`src/rtl/music_pkg.sv`:
```
// music_pkg: shared widths, sample rate, FSM states and note-to-step helper for the music datapath
package music_pkg;
  localparam int NOTE_W = 6;
  localparam int DUR_W = 6;
  localparam int STEP_W = 20;
  localparam int SAMPLE_W = 16;
  localparam int SAMPLE_RATE = 48000;
  typedef enum logic [1:0] {IDLE, PLAY, DONE} state_t;
  function automatic logic [STEP_W-1:0] note_step(int n);
    real hz;
    hz = 55.0 * (2.0 ** (real'(n - 1) / 12.0));
    return (n == 0) ? '0 : STEP_W'($rtoi(hz * 4194304.0 / real'(SAMPLE_RATE)));
  endfunction
endpackage

```
`src/rtl/note_to_step.sv`:
```
// note_to_step: combinational ROM mapping a note number to its {10.10} phase step
module note_to_step #(
  parameter int NOTE_W = music_pkg::NOTE_W
) (
  input  logic [NOTE_W-1:0]             note,
  output logic [music_pkg::STEP_W-1:0]  step
);
  import music_pkg::*;
  logic [STEP_W-1:0] rom [2**NOTE_W];
  for (genvar i = 0; i < 2**NOTE_W; i++) begin : g_rom
    localparam logic [STEP_W-1:0] V = note_step(i);
    assign rom[i] = V;
  end
  assign step = rom[note];
endmodule

```
`src/rtl/note_player.sv`:
```
// note_player: plays one note by stepping sine_reader on codec requests and counting beats to its end
module note_player #(
  parameter int NOTE_W = music_pkg::NOTE_W,
  parameter int DUR_W  = music_pkg::DUR_W
) (
  input  logic                            clk,
  input  logic                            reset,
  input  logic                            play_enable,
  input  logic [NOTE_W-1:0]               note,
  input  logic [DUR_W-1:0]                duration,
  input  logic                            load_new_note,
  input  logic                            beat,
  input  logic                            generate_next_sample,
  output logic [music_pkg::STEP_W-1:0]    sine_step_size,
  output logic                            sine_generate_next,
  input  logic [music_pkg::SAMPLE_W-1:0]  sine_sample,
  input  logic                            sine_sample_ready,
  output logic [music_pkg::SAMPLE_W-1:0]  sample_out,
  output logic                            new_sample_ready,
  output logic                            done_with_note
);
  import music_pkg::*;
  state_t state_q, state_d;
  logic [DUR_W-1:0] count_q, count_d;
  logic [STEP_W-1:0] step_q, step_d, rom_step;
  logic [SAMPLE_W-1:0] sample_q, sample_d;
  logic rest_q, rest_d, gen_q, gen_d, nsr_q, nsr_d, done_q, done_d, run;
  note_to_step #(.NOTE_W(NOTE_W)) u_rom (.note(note), .step(rom_step));
  assign run = (state_q == PLAY) && play_enable;
  // next state: load wins over everything, else finish on count exhausted or final beat
  always_comb begin
    state_d = state_q;
    count_d = count_q;
    step_d = step_q;
    rest_d = rest_q;
    done_d = 1'b0;
    gen_d = run && generate_next_sample;
    nsr_d = run && sine_sample_ready;
    sample_d = nsr_d ? (rest_q ? '0 : sine_sample) : sample_q;
    if (load_new_note) begin
      state_d = PLAY;
      count_d = duration;
      step_d = rom_step;
      rest_d = (note == '0);
    end else if (state_q == DONE) begin
      state_d = IDLE;
      step_d = '0;
    end else if (state_q == PLAY && (count_q == '0 || (run && beat && count_q == DUR_W'(1)))) begin
      state_d = DONE;
      count_d = '0;
      done_d = 1'b1;
    end else if (run && beat) begin
      count_d = count_q - DUR_W'(1);
    end
  end
  // state and registered outputs
  always_ff @(posedge clk) begin
    if (reset) begin
      state_q <= IDLE;
      count_q <= '0;
      step_q <= '0;
      rest_q <= 1'b0;
      gen_q <= 1'b0;
      nsr_q <= 1'b0;
      sample_q <= '0;
      done_q <= 1'b0;
    end else begin
      state_q <= state_d;
      count_q <= count_d;
      step_q <= step_d;
      rest_q <= rest_d;
      gen_q <= gen_d;
      nsr_q <= nsr_d;
      sample_q <= sample_d;
      done_q <= done_d;
    end
  end
  assign sine_step_size = step_q;
  assign sine_generate_next = gen_q;
  assign sample_out = sample_q;
  assign new_sample_ready = nsr_q;
  assign done_with_note = done_q;
endmodule
```
`config.mk`:
```
export PLATFORM = sky130hd
export DESIGN_NAME = note_player
export DESIGN_NICKNAME = d
export VERILOG_FILES = /design/src/rtl/music_pkg.sv /design/src/rtl/note_to_step.sv /design/src/rtl/note_player.sv
export SDC_FILE = /design/constraint.sdc
export NUM_CORES = 1
export LEC_CHECK = 0
export BUFFER_PORTS_ARGS = -buffer_cell sky130_fd_sc_hd__buf_2
export CAP_MARGIN = 5
export CORE_ASPECT_RATIO = 0.7
export CORE_MARGIN = 1.5
export CORE_UTILIZATION = 30
export CTS_CLUSTER_SIZE = 12
export DETAILED_ROUTE_END_ITERATION = 6
export HOLD_SLACK_MARGIN = 0.15
export PLACE_DENSITY_LB_ADDON = 0.25
export SKIP_LAST_GASP = 1
export SYNTH_ARGS = -nofsm -noshare
export SYNTH_HDL_FRONTEND = slang
export SYNTH_SLANG_ARGS = --single-unit
```
`constraint.sdc`:
```
create_clock -name clk -period 5.7 [get_ports clk]
set_input_delay 0 -clock clk [delete_from_list [all_inputs] [get_ports clk]]
set_output_delay 0 -clock clk [all_outputs]
set_load 0.05 [all_outputs]
```
==> results of run 1 <==
## cell type report
cell class                      instances  area [um^2]  area share, %
Clock buffer                            5          125           3.11
Tap cell                              132          165           4.10
Clock inverter                          3         25.0          0.622
Multi-Input combinational cell        313         2100           52.1
Timing Repair Buffer                   99          633           15.7
Sequential cell                        46          921           22.9
Inverter                               15         56.3           1.40
## registers in the layout, indices dropped and copies added (netlist names)
register	cells
sine_step_size	18
sample_out	16
count_q	6
state_q	2
done_with_note	1
new_sample_ready	1
rest_q	1
sine_generate_next	1
## worst register-to-register path: stages, from the launching register on
cell           delay [ps]
dfxtp_1               360
or3_4                 430
nor4b_4               290
nand2_2               210
a22oi_1               180
nor2_1                 50
dlygate4sd3_1         560
## cells by family after synthesis
| kind of cell | after synthesis | share of synthesized area [%] |
|---|---|---|
| mux | 11 | 5.30 |
| compound gates | 147 | 32.1 |
| flops | 46 | 28.3 |
| other cells | 1 | 0.115 |
| buf+inv | 54 | 7.53 |
| simple gates | 137 | 21.1 |
| fa+ha+maj | 11 | 4.23 |
| xor+xnor | 5 | 1.35 |
## per-layer routing
layer	share of wire [%]	GRT usage, %
met5	0	0
met2	41	26.9
met3	12	6.55
met1	46	26.6
met4	1.4	4.17
## power groups by stage
| stage | clock, mW | combinational (mW) | sequential (mW) |
|---|---|---|---|
| after global routing | 0.318 | 0.303 | 0.355 |
| after detailed placement | 0 | 0.262 | 0.360 |
| final | 0.298 | 0.282 | 0.352 |
| after CTS | 0.307 | 0.277 | 0.353 |
| after floorplan | 0 | 0.152 | 0.406 |
| after global placement | 0 | 0.262 | 0.360 |
## path summary, 6_finish.rpt
kind	startpoint	endpoint	slack, ps	cells after the start
worst max register to register	count_q[2]$_SDFFE_PP0P_	count_q[0]$_SDFFE_PP0P_	3500	6
worst min register to register	sine_step_size[11]$_SDFFE_PP0P_	sine_step_size[11]$_SDFFE_PP0P_	440	2
worst min-delay path	play_enable	sine_generate_next$_SDFF_PP0_	180	3
worst max-delay path	note[1]	sine_step_size[2]$_SDFFE_PP0P_	3460	8
## placed cells by master (no fill, tap or decap), types with 12 or more instances in the layout
| cell type | instances |
|---|---|
| buf_2 | 71 |
| dfxtp_1 | 46 |
| nand2_1 | 42 |
| a21oi_1 | 35 |
| nor2_1 | 30 |
| dlygate4sd3_1 | 27 |
| o21ai_0 | 26 |
| a22o_1 | 19 |
| inv_1 | 15 |
| nor2b_1 | 12 |
| nand2b_1 | 12 |
## timing repair
action,CTS,global route
gates resized for setup,0,0
hold buffers,27,0
hold endpoints to repair,26,0
==> impl_metrics.tcl, run 1 <==
set metrics [dict create \
    grt-ovfl-total 0 \
    io_pins 74 \
    critPathKind "input pin to register" \
    die_h_um 90.2 \
    synth_area_mm2 0.00326 \
    setup_violations 0 \
    post-place-ws_ps 3370 \
    globalplace.congestion 0.947 \
    p_sw_share_pct 35.3 \
    rsz0062_at_grt "no" \
    postRouteAntennaNets 0 \
    crit_path_end_kind "register" \
    period_needed_ps 2240 \
    tns_ps 0 \
    crit_buf_inv 2 \
    post-cts-setup-buffer-count 0 \
    h-tree-depth 2 \
    skew_ps 8.56 \
    clk_path_buf_depth 2 \
    final_hold_viol_count 0 \
    viasPerCell 5.66 \
    clock_power_share_pct 32.0 \
    grt_antenna_before_repair 0 \
    internal_power_mw 0.603 \
    fmaxAchievable_ghz 0.447 \
    p_switching_mw 0.329 \
    clkTransAtPathRegs_ps 70 \
    row_count 31 \
    drtPass1Iterations 6 \
    cp_top_family "adder cells" \
    grt_pass1_wl_um 17300 \
    dp_hpwl_um 7520 \
    placedCellCount 578 \
    synth_top_cell_by_area "dfxtp_1" \
    drtIter0Drc 430 \
    maxCapViolCount 0 \
    avgSynthCellArea_um2 7.90 \
    slowest_stage "ha_1" \
    setup_slack_ps 3460 \
    yosys_register_bits 46 \
    fill_cells 1070 \
    seqPwrFrac_pct 37.8 \
    p_comb_share_pct 30.2 \
    antenna_cells 0 \
    synth_flop_cell "dfxtp_1" \
    ys_types 63 \
    final_area_mm2 0.00402 \
    synth_area_leaders "dfxtp_1, a21oi_1, a22o_1" \
    wl_per_cell_um 17.7 \
    wl_um 10800 \
    drc 0 \
    synth_seq_area_share_pct 28.3 \
    ir_drop_uv 138 \
    slew_viol_final 0 \
    power.density_mw_per_mm2 232 \
    cts_sinks 46 \
    syn_inst 412 \
    start_kind "input pin" \
    drive_gt1_share_pct 20.4 \
    hold_ws_ps 182 \
    nNetsFinal 526 \
    track_usage_pct 18.7 \
    grt_pass1_vias 3279 \
    tritoncts "done" \
    maxSlewHeadroom_pct 21.4 \
    total_power_mw 0.932 \
    cp.required_ps 5930 \
    status "finished, final reports clean" \
    root_buffer "clkbuf_16" \
    fp.coreArea_mm2 0.0104 \
    critPathArrivalTime_ps 2460 \
    area_delta_synth_final_pct 23.6 \
    synth_edf_count 0 \
    synth_top_area_share_pct 28.3 \
    ys_warn_count 0 \
    async_reset_ff_share_pct 0 \
    cts-buffers-inserted 5 \
    die_x_um 128 \
    placed_area_mm2 0.00360 \
    utilization_pct 38.6 \
    fin_cells 613 \
    hp-class "input pin to register" \
    period_share_pct 39.3 \
    post-synth-top-count-cell "dfxtp_1" \
    cp_max_fo 19 \
    io_buffers 71 \
    p_leak_nw 1.71 \
    grt_max_degree 66 \
    cp_cell_sequence "buf_2 > inv_1 > ha_1 > nor2b_1 > nand3b_1 > o311ai_0 > a21oi_1 > a221o_1" \
    clk_latency_ps 290 \
    worst_pin_slew_ps 1180 \
    die_area_mm2 0.0115 \
    synth_commonest_cells "dfxtp_1, nand2_1, a21oi_1" \
    num_vias 3469 \
    initial_core_util_pct 31.2 \
    max_stage_delay_ps 730 \
]
(Power assumes the default switching activity.)
==> run 2, diff against run 1 <==
==> constraint.sdc (replaced) <==
create_clock -name clk -period 2 [get_ports clk]
set_input_delay 0 -clock clk [delete_from_list [all_inputs] [get_ports clk]]
set_output_delay 0 -clock clk [all_outputs]
set_load 0.05 [all_outputs]
==> impl_metrics.tcl, run 2 (synthesis results as in run 1) <==
set metrics [dict create \
    total_power_mw 2.71 \
    num_vias 3648 \
    status "finished, final reports clean" \
    drc 0 \
    worst_pin_slew_ps 1150 \
    ir_drop_uv 293 \
    initial_core_util_pct 31.2 \
    globalplace.congestion 0.993 \
    regToRegEndpoint "count_q[5]$_SDFFE_PP0P_" \
    cp.required_ps 2180 \
    post-place-ws_ps 119 \
    crit_path_end_kind "register" \
    r2r_start "count_q[2]$_SDFFE_PP0P_" \
    cts-buffers-inserted 5 \
    die_h_um 90.2 \
    tns_ps 0 \
    largest_reg_flops 18 \
    grt_max_degree 34 \
    wl_um 11200 \
    drtIter0Drc 386 \
    wl_per_cell_um 17.5 \
    fmaxAchievable_ghz 0.559 \
    p_leak_nw 1.85 \
    whs_path_depth 3 \
    grt_pass1_vias 3297 \
    cp_max_fo 9 \
    hp-class "input pin to register" \
    fill_cells 1074 \
    maxCapViolCount 0 \
    io_pins 74 \
    area_delta_synth_final_pct 30.8 \
    hold_ws_ps 179 \
    period_needed_ps 1790 \
    rsz0062_at_grt "no" \
    setup_violations 0 \
    maxSlewHeadroom_pct 23.0 \
    post-cts-setup-buffer-count 0 \
    track_usage_pct 19.5 \
    slew_viol_final 0 \
    h-tree-depth 2 \
    nNetsFinal 554 \
    tritoncts "done" \
    power.density_mw_per_mm2 635 \
    cts_sinks 46 \
    critPathKind "register to register" \
    dp_hpwl_um 8160 \
    clk_latency_ps 290 \
    die_x_um 128 \
    viasPerCell 5.69 \
    drive_gt1_share_pct 24.8 \
    r2r_cells 5 \
    grt_pass1_wl_um 17800 \
    period_share_pct 89.5 \
    postRouteAntennaNets 0 \
    grt_antenna_before_repair 0 \
    final_hold_viol_count 0 \
    die_area_mm2 0.0115 \
    row_count 31 \
    setup_slack_ps 210 \
    grt-ovfl-total 0 \
    start_kind "register" \
    drtPass1Iterations 5 \
    final_common_cell "buf_2" \
    root_buffer "clkbuf_16" \
    fp.coreArea_mm2 0.0104 \
    min_to "sine_generate_next$_SDFF_PP0_" \
    utilization_pct 40.8 \
    reg2reg_slack_ps 210 \
    io_buffers 71 \
    clk_path_buf_depth 2 \
    min_from "play_enable" \
    antenna_cells 0 \
    critPathArrivalTime_ps 1970 \
    skew_ps 4.74 \
    layout_common_cells "buf_2, dfxtp_1, nand2_1, a21oi_1, nor2_1" \
    clkTransAtPathRegs_ps 60 \
]
-- run 2: cell count changes in the layout (fill, tap and decap cells not counted) --
cell and change:
buf_12 +2, buf_4 +26
-- run 2: worst max path at each step --
stage                                            endpoint  depth (start not counted)                    start
after floorplan           sine_step_size[13]$_SDFFE_PP0P_                          8                  note[0]
after global placement    sine_step_size[13]$_SDFFE_PP0P_                          6                  note[1]
after detailed placement   sine_step_size[2]$_SDFFE_PP0P_                          8                  note[1]
after CTS                         count_q[5]$_SDFFE_PP0P_                          5  count_q[2]$_SDFFE_PP0P_
after global routing              count_q[5]$_SDFFE_PP0P_                          5  count_q[2]$_SDFFE_PP0P_
final                             count_q[5]$_SDFFE_PP0P_                          5  count_q[2]$_SDFFE_PP0P_
-- run 2: metrics by stage --
| stage | instances | instance area [um^2] |
|---|---|---|
| 2_1_floorplan | 413 | 3260 |
| 3_3_place_gp | 606 | 3840 |
| 3_5_place_dp | 606 | 3840 |
| 4_1_cts | 641 | 4260 |
| 5_1_grt | 641 | 4260 |
| 6_report | 641 | 4260 |
-- run 2: power breakdown --
group / internal, mW / total, mW / switching [mW]
Clock: 0.470 / 0.843 / 0.374
Combinational: 0.323 / 0.857 / 0.534
Sequential: 0.969 / 1.01 / 0.0367
Total: 1.76 / 2.71 / 0.944
-- run 2: cell type report --
| cell class | count | area [um^2] | area share (%) |
|---|---|---|---|
| multi-input combinational | 313 | 2100 | 49.3 |
| inverter | 15 | 56.3 | 1.32 |
| clock inverter | 3 | 25.0 | 0.588 |
| tap | 132 | 165 | 3.88 |
| timing repair buffer | 127 | 868 | 20.4 |
| sequential | 46 | 921 | 21.6 |
| clock buffer | 5 | 125 | 2.94 |
-- run 2: worst max-delay path, cell delays in order (launching register included) --
cell      delay, ps
dfxtp_1         350
or3_4           420
nor4b_4         290
nand2_2         200
a21boi_1        180
o221a_1         240
-- run 2: metal layers --
metal	vias up	track usage (%)	share of wire, %
met5	-	0	0
met2	210	26.8	40
met1	1704	29.2	47
met3	17	6.49	12
met4	0	3.98	1.1
li1	1717	-	-
-- run 2: repair_timing --
action / in CTS / in global routing
resized for setup: 0 / 0
hold endpoints to repair: 26 / 0
hold buffers: 27 / 0
